<file path="config.mk">
export PLATFORM = sky130hd
export DESIGN_NAME = sr_drive_ctrl
export DESIGN_NICKNAME = d
export VERILOG_FILES = /design/src/rtl/sr_drive_ctrl.sv
export SDC_FILE = /design/constraint.sdc
export NUM_CORES = 1
export LEC_CHECK = 0
export ABC_CLOCK_PERIOD_IN_PS = 2800
export CAP_MARGIN = 20
export CORE_MARGIN = 1.5
export CORE_UTILIZATION = 44
export DETAILED_ROUTE_END_ITERATION = 8
export PLACE_DENSITY = 0.7
export RECOVER_POWER = 100
export SLEW_MARGIN = 40
export SYNTH_ARGS = -nofsm -noshare
export SYNTH_HDL_FRONTEND = slang
export SYNTH_SLANG_ARGS = --single-unit
export TNS_END_PERCENT = 50
</file>
<file path="constraint.sdc">
create_clock -name clock -period 2.8 [get_ports clock]
set_clock_uncertainty 0.1 [all_clocks]
set_input_delay 0.28 -clock clock [delete_from_list [all_inputs] [get_ports clock]]
set_output_delay 0.28 -clock clock [all_outputs]
set_load 0.05 [all_outputs]
</file>
<file path="src/rtl/sr_drive_ctrl.sv">
// sr_drive_ctrl: queues set/clear strobes and plays them out as gapped S/R pulses
// to an SRFF, checking its Q against the expected state after each pulse.
module sr_drive_ctrl #(
   parameter int DEPTH        = 4,
   parameter int PULSE_CYCLES = 2,
   parameter int GAP_CYCLES   = 1
) (
   input  logic clock,
   input  logic reset,
   input  logic set_req,
   input  logic clr_req,
   input  logic q_fb,
   output logic req_ready,
   output logic S,
   output logic R,
   output logic busy,
   output logic q_expect,
   output logic overflow,
   output logic conflict,
   output logic mismatch
);
   localparam int AW = $clog2(DEPTH);
   localparam int MX = PULSE_CYCLES > GAP_CYCLES ? PULSE_CYCLES : GAP_CYCLES;
   localparam int CW = $clog2(MX) + 1;
   typedef enum logic [1:0] {IDLE, PULSE, GAP} state_t;
   state_t state;
   logic [DEPTH-1:0] mem;
   logic [AW-1:0] wr_ptr, rd_ptr;
   logic [AW:0] count;
   logic [CW-1:0] cnt;
   logic cmd, push, pop;
   assign req_ready = count != (AW+1)'(DEPTH);
   assign push = (set_req ^ clr_req) & req_ready;
   assign pop = state == IDLE && count != '0;
   assign busy = state != IDLE || count != '0;
   always_ff @(posedge clock) begin
      if (reset) begin
         state <= IDLE;
         wr_ptr <= '0;
         rd_ptr <= '0;
         count <= '0;
         cnt <= '0;
         cmd <= 1'b0;
         S <= 1'b0;
         R <= 1'b0;
         q_expect <= 1'b0;
         overflow <= 1'b0;
         conflict <= 1'b0;
         mismatch <= 1'b0;
      end else begin
         if (push) begin
            mem[wr_ptr] <= set_req;
            wr_ptr <= wr_ptr + 1'b1;
         end
         if (pop) rd_ptr <= rd_ptr + 1'b1;
         count <= count + {{AW{1'b0}}, push} - {{AW{1'b0}}, pop};
         if (set_req & clr_req) conflict <= 1'b1;
         if ((set_req | clr_req) & ~req_ready) overflow <= 1'b1;
         case (state)
            IDLE: if (pop) begin
               cmd <= mem[rd_ptr];
               S <= mem[rd_ptr];
               R <= ~mem[rd_ptr];
               cnt <= CW'(PULSE_CYCLES - 1);
               state <= PULSE;
            end
            PULSE: if (cnt == '0) begin
               S <= 1'b0;
               R <= 1'b0;
               q_expect <= cmd;
               cnt <= CW'(GAP_CYCLES - 1);
               state <= GAP;
            end else cnt <= cnt - 1'b1;
            GAP: if (cnt == '0) begin
               if (q_fb != q_expect) mismatch <= 1'b1;
               state <= IDLE;
            end else cnt <= cnt - 1'b1;
            default: state <= IDLE;
         endcase
      end
   end
endmodule
</file>
==> run metrics <==
Hold EP=cmd; GPL Wtd Cong=0.746; RSZ-0062 raised after global routing=no; largest net degree at the start of global routing=20; beginning of the worst hold path=cmd; initial antenna violation count=0; status=complete, no violations; Synth top area share=30.9%; Final Slew Violations=0; vias in the first global route=778; pwr dens=979 nW/um2; CTS root buf=clkbuf_4; Worst R2R Start=state[0]; crit path capture type=flip-flop; Worst path max stage delay=0.41 ns; CTS tree=done; buffers added on ports=12; Area Growth Syn to Fin=15.8%; fin crit period=2.58 ns; crit path launch type=flip-flop; Fmax=388 MHz; Clock Tree Buf Depth=2; Final Cycle Share=92.1%; Max FO, Critical Path=5; Reg2Reg Capture Point=count[2]; ys flop type=dfxtp_1; r2r setup slk=0.22 ns; Worst EP arrival=2.72 ns; GRT Util Overall=16.0%; layout cells sized above 1=5.11%; max_slew headroom=65.8%; post-cts repair resize count=0; Synth area leader=dfxtp_1; M2 GR Usage=25.5%; Max stage delay cell, worst path=dfxtp_1; global-route wire length before repair=3300 um; Mean Syn Cell Area=9.65 um2; worst path cell trace=inv_1 -> ha_1 -> o31ai_1 -> inv_1 -> ha_1 -> inv_1 -> ha_1 -> inv_1 -> fa_1 -> xor2_1 -> and2_0 -> nor3_1; WP data required=2.94 ns; Ant. Diodes=0; Die ar.=2970 um2; leakage power=0.000570 uW; # hold bufs at CTS=0; # IOs=13; postcts setup bufs=0; ys async rst share=0%; Global Route met3 Usage=5.19%; met1 usage=18.9%; Most Used Layer, Global Route=met2; CTS Sinks=22; CTS H-tree depth=1; Starting Density=46.7%; Worst Tran Pin Value=0.512 ns; Synthesized Nets=142; Mapped Area=1170 um2; row count=18; CP Class=reg2reg; drt wl/cell=11.6 um; post-detail-place hpwl=1490 um; Max Cap Viol=0; TritonCTS buffer count=3; Hold Path Cell Cnt=2; dpl cell area=1340 um2; sequential cell area fraction in the yosys report=41.2%; Core Area=2500 um2; EDFF count, synth=4; Synth top cells by count=dfxtp_1, inv_1, ha_1; Final setup viols=0; cell mode on critical path=inv_1; Die W=54.5 um; flops & latches, synth=22; Die Height=54.5 um; Gate Count Post-Synth=121; Design Area, Final=1350 um2; Vias=867; synth warn=0; final hold viol count=0; First-pass DRT Iterations=4; grt ovf=0; DRC Markers=0; layout net count=159; Clock Pin Slew Worst Setup and Hold Paths=0.11 ns; worst r2r path cells=12; VDD IR-drop max=0.605 mV; DRT antenna net count=0; cells taking the most area after synthesis=dfxtp_1, ha_1, edfxtp_1, inv_1, a21oi_1; Tightest Hold Check Type=reg2reg; via/cell ratio=5.19; Total Wirelength=1930 um; initial drt markers=10; Worst-Skew Late Latency=0.30 ns; most frequent cell after synthesis=dfxtp_1; Setup TNS Final=0 ns; Distinct cells, synth=33
## placed cells by master, fill, tap and decap left out, drive strengths merged, types with 2 or more instances in the layout
cell / netlist / final
and2: 6 / 6
a21oi: 12 / 12
nand2: 5 / 5
nor3: 2 / 2
ha: 15 / 15
edfxtp: 4 / 4
inv: 16 / 16
clkbuf: 2 / 5
nor2b: 2 / 2
xor2: 3 / 3
dfxtp: 18 / 18
nand3: 4 / 4
clkdlybuf4s50: 0 / 4
dlygate4sd3: 0 / 8
nor2: 8 / 8
o21ai: 6 / 6
## logic make-up after synthesis
logic type,after synthesis,share of synthesized area [%]
flip-flops,22,41.2
XOR/XNOR,4,3.00
adder cells (fa/ha/maj),16,17.8
buffers and inverters,19,6.11
multiplexers,2,2.79
AND/OR/NAND/NOR,32,15.4
AO/OA/AOI/OAI,26,13.7
## how the worst max path moves through the flow
stage / start / to / slack [ns] / cells past startpoint
5_1_grt: state[0] / count[2] / 0.02 / 12
3_5_place_dp: clr_req / count[2] / 0.09 / 12
2_1_floorplan: count[2] / count[2] / 0.14 / 11
6_report: state[0] / count[2] / 0.22 / 12
3_3_place_gp: clr_req / count[2] / 0.14 / 12
4_1_cts: state[0] / busy / 0.20 / 5
## where the power goes
part	internal (uW)	leakage, uW	switching, uW	total [uW]
sequential	404	0.000184	78.1	482
combinational	280	0.000371	419	698
clock	52.1	0.0000154	90.5	143
## per-stage QoR
step           setup slack (ns)  hold WS [ns]  power, uW  util [%]  cells
6_report                  0.220         0.376       1320      54.1    167
5_1_grt                  0.0230         0.406       1450      54.1    167
4_1_cts                   0.201         0.373       1360      54.5    167
3_5_place_dp             0.0940         0.357       1210      53.5    163
3_3_place_gp              0.145         0.348       1180      53.5    163
2_1_floorplan             0.143         0.279       1020         -    121
## worst max-delay path: cells and delay by family (launching register included)
family,cells,cell delay (ns)
compound gates,1,0.13
buf+inv,4,0.39
flops,1,0.41
simple gates,2,0.27
fa+ha+maj,4,1.06
xor+xnor,1,0.16
## registers in the layout, indices dropped and copies added, names as in the netlist
| name | cells |
|---|---|
| cmd | 1 |
| state | 2 |
| cnt | 2 |
| rd_ptr | 2 |
| R | 1 |
| conflict | 1 |
| overflow | 1 |
| mem | 4 |
| count | 3 |
| S | 1 |
| wr_ptr | 2 |
| q_expect | 1 |
| mismatch | 1 |
## cell type report
cell class              instances  area [um2]
fillers                       220        1150
clock inverters                 1        3.75
flip-flops and latches         22         480
repair buffers                 15         135
clock buffers                   3        22.5
inverters                      16        60.1
well taps                      30        37.5
multi-input cells              80         612
## metal layers
| layer | vias up | part of all wire, % | wire [um] |
|---|---|---|---|
| li1 | 443 | - | - |
| met4 | 0 | 2.3 | 45 |
| met3 | 5 | 3.7 | 72 |
| met5 | - | 0 | 0 |
| met2 | 14 | 45 | 869 |
| met1 | 405 | 49 | 947 |
No activity file was read; power rests on OpenSTA's default activity.
